[src/rtl/halt_dump_pkg.sv]
// Shared types and constants for the end-of-program halt/dump unit.
// HALT_DUMP_PC_EN adds a trailing PC beat to the dump.
package halt_dump_pkg;
  typedef enum logic [1:0] {RUN, DUMP, DONE} state_e;

  localparam int BEAT_W = 6;
`ifdef HALT_DUMP_PC_EN
  localparam int NUM_BEATS = 34;
`else
  localparam int NUM_BEATS = 33;
`endif
  localparam logic [31:0] HALT_OPCODE = 32'h0000_0000;
endpackage

[src/rtl/halt_dump_cycle_counter.sv]
// Saturating execution-cycle counter with enable and synchronous clear.
module halt_dump_cycle_counter #(
  parameter int CNT_W = 32
) (
  input  logic             clk,
  input  logic             reset,
  input  logic             en,
  input  logic             clr,
  output logic [CNT_W-1:0] count
);
  always_ff @(posedge clk or negedge reset) begin
    if (!reset)                   count <= '0;
    else if (clr)                 count <= '0;
    else if (en && count != '1)   count <= count + 1'b1;
  end
endmodule

[src/rtl/halt_dump_ctrl.sv]
// Halt detection and register/cycle-count dump over a valid/ready port.
// Define HALT_DUMP_PC_EN to append the halting PC as a final beat.
module halt_dump_ctrl
  import halt_dump_pkg::*;
#(
  parameter int XLEN  = 64,
  parameter int NREGS = 32,
  parameter int CNT_W = 32
) (
  input  logic            clk,
  input  logic            reset,
  input  logic [31:0]     instruction_word,
  input  logic [63:0]     pc_current,
  output logic            core_stall,
  output logic            halted,
  output logic [4:0]      rf_rd_addr,
  input  logic [XLEN-1:0] rf_rd_data,
  output logic            dump_valid,
  output logic [XLEN-1:0] dump_data,
  output logic            dump_last,
  input  logic            dump_ready
);
  state_e              state;
  logic [BEAT_W-1:0]   beat_idx;
  logic [BEAT_W-1:0]   nxt_idx;
  logic [CNT_W-1:0]    cycles;
  logic [XLEN-1:0]     nxt_data;

  // Counts every RUN edge, including the one that sees the halt opcode.
  halt_dump_cycle_counter #(.CNT_W(CNT_W)) u_cnt (
    .clk   (clk),
    .reset (reset),
    .en    (state == RUN),
    .clr   (1'b0),
    .count (cycles)
  );

`ifdef HALT_DUMP_PC_EN
  logic [63:0] pc_q;
  always_ff @(posedge clk or negedge reset) begin
    if (!reset)                                               pc_q <= '0;
    else if (state == RUN && instruction_word == HALT_OPCODE) pc_q <= pc_current;
  end
`else
  logic unused_pc;
  assign unused_pc = ^pc_current;
`endif

  assign nxt_idx    = beat_idx + 1'b1;
  // The read port is pre-pointed at the next register so its data is ready at the handshake.
  assign rf_rd_addr = (state == DUMP && nxt_idx < BEAT_W'(NREGS)) ? nxt_idx[4:0] : 5'd0;

  always_comb begin
    nxt_data = '0;
    if (nxt_idx < BEAT_W'(NREGS))       nxt_data = rf_rd_data;
    else if (nxt_idx == BEAT_W'(NREGS)) nxt_data = XLEN'(cycles);
`ifdef HALT_DUMP_PC_EN
    else                                nxt_data = XLEN'(pc_q);
`endif
  end

  always_ff @(posedge clk or negedge reset) begin
    if (!reset) begin
      state      <= RUN;
      beat_idx   <= '0;
      core_stall <= 1'b0;
      halted     <= 1'b0;
      dump_valid <= 1'b0;
      dump_data  <= '0;
      dump_last  <= 1'b0;
    end else begin
      case (state)
        RUN: if (instruction_word == HALT_OPCODE) begin
          state      <= DUMP;
          core_stall <= 1'b1;
          halted     <= 1'b1;
          dump_valid <= 1'b1;
          dump_data  <= rf_rd_data;
          dump_last  <= 1'b0;
          beat_idx   <= '0;
        end
        DUMP: if (dump_ready) begin
          if (beat_idx == BEAT_W'(NUM_BEATS - 1)) begin
            state      <= DONE;
            dump_valid <= 1'b0;
            dump_last  <= 1'b0;
            dump_data  <= '0;
          end else begin
            beat_idx   <= nxt_idx;
            dump_data  <= nxt_data;
            dump_last  <= (nxt_idx == BEAT_W'(NUM_BEATS - 1));
          end
        end
        DONE: ;
        default: state <= RUN;
      endcase
    end
  end
endmodule
[config.mk]
export PLATFORM = sky130hd
export DESIGN_NAME = halt_dump_ctrl
export DESIGN_NICKNAME = d
export VERILOG_FILES = /design/src/rtl/halt_dump_pkg.sv /design/src/rtl/halt_dump_cycle_counter.sv /design/src/rtl/halt_dump_ctrl.sv
export SDC_FILE = /design/constraint.sdc
export NUM_CORES = 1
export LEC_CHECK = 0
export ABC_CLOCK_PERIOD_IN_PS = 2550
export CORE_ASPECT_RATIO = 1.2
export CORE_MARGIN = 2
export CORE_UTILIZATION = 42
export CTS_BUF_LIST = sky130_fd_sc_hd__clkbuf_4 sky130_fd_sc_hd__clkbuf_8
export CTS_CLUSTER_SIZE = 40
export DETAILED_ROUTE_END_ITERATION = 7
export PLACE_DENSITY = 0.83
export SLEW_MARGIN = 30
export SYNTH_ARGS = -nofsm -noshare
export SYNTH_HDL_FRONTEND = slang
export SYNTH_SLANG_ARGS = --single-unit
[constraint.sdc]
create_clock -name clk -period 2.55 [get_ports clk]
set_clock_uncertainty 0.1 [all_clocks]
set_input_delay 0.51 -clock clk [delete_from_list [all_inputs] [get_ports clk]]
set_output_delay 0.51 -clock clk [all_outputs]
set_load 0.02 [all_outputs]
==> results.toml <==
[run_status]
status = "finished clean"

[clocking]
cts_sinks = 107
cts_hold_buf = 0
root_buffer = "clkbuf_8"
clk_pin_slew_ns = 0.09
clock_latency_ns = 0.35
clk_path_buf_depth = 2
htree_num_levels = 3
cts_inserted_buffers = 9
cts_tree = "built"

[worst_setup_path]
cpLargestDelayFamily = "simple AND/OR/NAND/NOR gates"
rr_startpoint = "beat_idx[0]$_DFFE_PN0P_"
cp_slowest_stage_delay_ns = 0.49
path_depth = 6
ff2ff_setup_slack_ns = 0.19
reg2reg_depth = 9
path_max_fanout = 5
worst-setup-path-type = "reg2out"
critPathSlowestCell = "or3b_4"
crit_end = "rf_rd_addr[2]"
r2r-end = "dump_data[16]$_DFFE_PN0P_"
crit_required_ns = 1.94
arrival_ns = 1.91
crit_start = "beat_idx[1]$_DFFE_PN0P_"
crit_path_end_kind = "output pin"
worstSetupStartpointType = "flip-flop"
path_cells = "and3_4, nand3_4, xnor2_2, or3b_4, nor2_4, buf_6"
crit_buf_inv = 1

[drt]
antenna_left = 0
route.detailed.drc = 0
via_per_inst = 5.47
drtIter0Drc = 171
vias = 4065
drtPass1Iterations = 4
drt_wl_total_um = 13100
wire_per_inst_um = 17.6

[worst_hold_path]
hp-class = "in2async"

[global_routing]
grt.busiest_layer = "met2"
grt_max_degree = 53
grtUsageMet3 = 0.0438
grt_pass1_wl_um = 20800
grtUsageMet1 = 0.279
grt_pass1_vias = 4162
grt_usage = 0.213
antenna_found_initial = 0
met2_usage = 0.358
overflow = 0

[floorplanning]
coreArea_mm2 = 0.0111
ios = 236
placementRows = 42
start_util = 0.433
die_w_um = 102
fp.dieH_um = 121
dieArea_mm2 = 0.0123

[synthesis]
synth_cells = 411
synth_largest_area_cell = "dfrtp_1"
synth_area_per_cell_um2 = 11.7
yosysSeqAreaShare = 0.557
synth_commonest_cells = "dfrtp_1, and3_1, a22o_1, a221o_1, nand2_1"
synth_area_mm2 = 0.00480
ys_dominant_reg_cell = "dfrtp_1"
yosys.cell_types.count = 42
synth-seq-cells = 107
async_flop_share = 1.00
syn-num-nets = 578
synthTopCellsByArea = "dfrtp_1, a221o_1, a22o_1"
yosysTopAreaCellShare = 0.557
synth-edff-count = 0
synth_warnings = 0
synth_most_common_cell = "dfrtp_1"

[timing]
setup_viol = 0
timing.final.hold_violations = 0
post-route-min-period_ns = 2.52
finalMaxSlewViolations = 0
max_slew.worst_pin.slew_ns = 0.540
timing.final.crit_share = 0.989
slew_headroom = 0.639
rsz0062_at_grt = "yes"
fmax_mhz = 397
hold_slack_ns = 0.0111

[cells_and_area]
final_cells = 743
syn_to_final_growth_pct = 47.6
antenna_cells = 0
nets = 754
fin_area_mm2 = 0.00709
drive_above_1_share = 0.112

[placed_design]
dpl.hpwl_um = 9560
dpl_cell_area_mm2 = 0.00683
place.gp.congestion = 0.870
port_buffers = 171
place_inst = 728

[job]
drv_cap = 0

[power_and_ir_drop]
power-per-cell-area_mw_per_mm2 = 406
leakagePower_nw = 3.24
ir_drop_mv = 0.322
## state kept, by name (all words and copies together), names as in the netlist
signal and flops:
dump_data 64, dump_last 1, halted 1, state 2, beat_idx 6, u_cnt.count 32
dump_valid 1
## logic make-up (layout without fill, tap and decap cells)
group,count (synthesis),count (layout),synth area share
AND/OR/NAND/NOR,141,141,0.177
flip-flops,107,107,0.557
AO/OA/AOI/OAI,84,84,0.153
buffers and inverters,39,217,0.0349
XOR/XNOR,36,36,0.0672
adder cells (fa/ha/maj),4,4,0.0104
## final cells by class
class / count / area (um2)
fill: 880 / 4000
sequential: 107 / 2680
multi-input combinational: 265 / 2060
timing repair buffer: 194 / 1950
tap: 154 / 193
clock buffer: 10 / 131
clock inverter: 3 / 42.5
inverter: 10 / 37.5
## how the worst min path moves through the flow
stage	from	to	slack, ns
6_report	reset	dump_data[60]$_DFFE_PN0P_	0.01
5_1_grt	reset	dump_data[60]$_DFFE_PN0P_	0.03
4_1_cts	reset	dump_data[60]$_DFFE_PN0P_	0.01
3_5_place_dp	dump_valid$_DFFE_PN0P_	dump_valid$_DFFE_PN0P_	0.36
3_3_place_gp	dump_valid$_DFFE_PN0P_	dump_valid$_DFFE_PN0P_	0.36
2_1_floorplan	reset	beat_idx[0]$_DFFE_PN0P_	0.11
## cells in the final DEF (no fill, tap or decap), types with 4 or more instances in the layout
master           count
clkdlybuf4s50_1    165
dfrtp_1            107
and3_1              35
a22o_1              34
a221o_1             32
nand2_1             24
buf_4               19
xnor2_1             18
xor2_1              16
nand3_1             13
nor4_1              11
inv_1               10
nor2_1               9
nor3_1               9
clkbuf_8             9
nand4_1              8
and4_1               7
nor2_4               5
buf_6                5
buf_12               5
a21oi_1              4
ha_1                 4
## metrics by stage
stage / worst slack [ns] / TNS (ns) / utilization / total power, mW
3_3_place_gp: -0.0976 / -0.438 / 0.616 / 1.92
6_report: 0.0293 / 0 / 0.639 / 2.88
5_1_grt: -0.0565 / -0.257 / 0.639 / 2.98
3_5_place_dp: -0.161 / -0.662 / 0.616 / 1.92
2_1_floorplan: 0.0873 / 0 / - / 1.73
4_1_cts: 0.0109 / 0 / 0.630 / 2.90
## per-layer routing
layer	up-vias	routed length (um)
li1	1902	-
met1	2001	5510
met2	144	6670
met3	18	669
met4	0	215
met5	-	0
## power breakdown
| part | internal, mW | total, mW | switching, mW |
|---|---|---|---|
| Combinational | 0.135 | 0.194 | 0.0591 |
| Clock | 0.449 | 0.988 | 0.539 |
| Sequential | 1.70 | 1.70 | 0.000000000798 |
| Total | 2.28 | 2.88 | 0.598 |
## repair_timing
| item | in CTS | in global routing |
|---|---|---|
| buffers inserted | 0 | 2 |
| pin swaps | 0 | 5 |
| resized for setup | 23 | 22 |
| endpoints found under the setup margin | 5 | 5 |
Note: power is estimated with default switching activity, not from simulation.
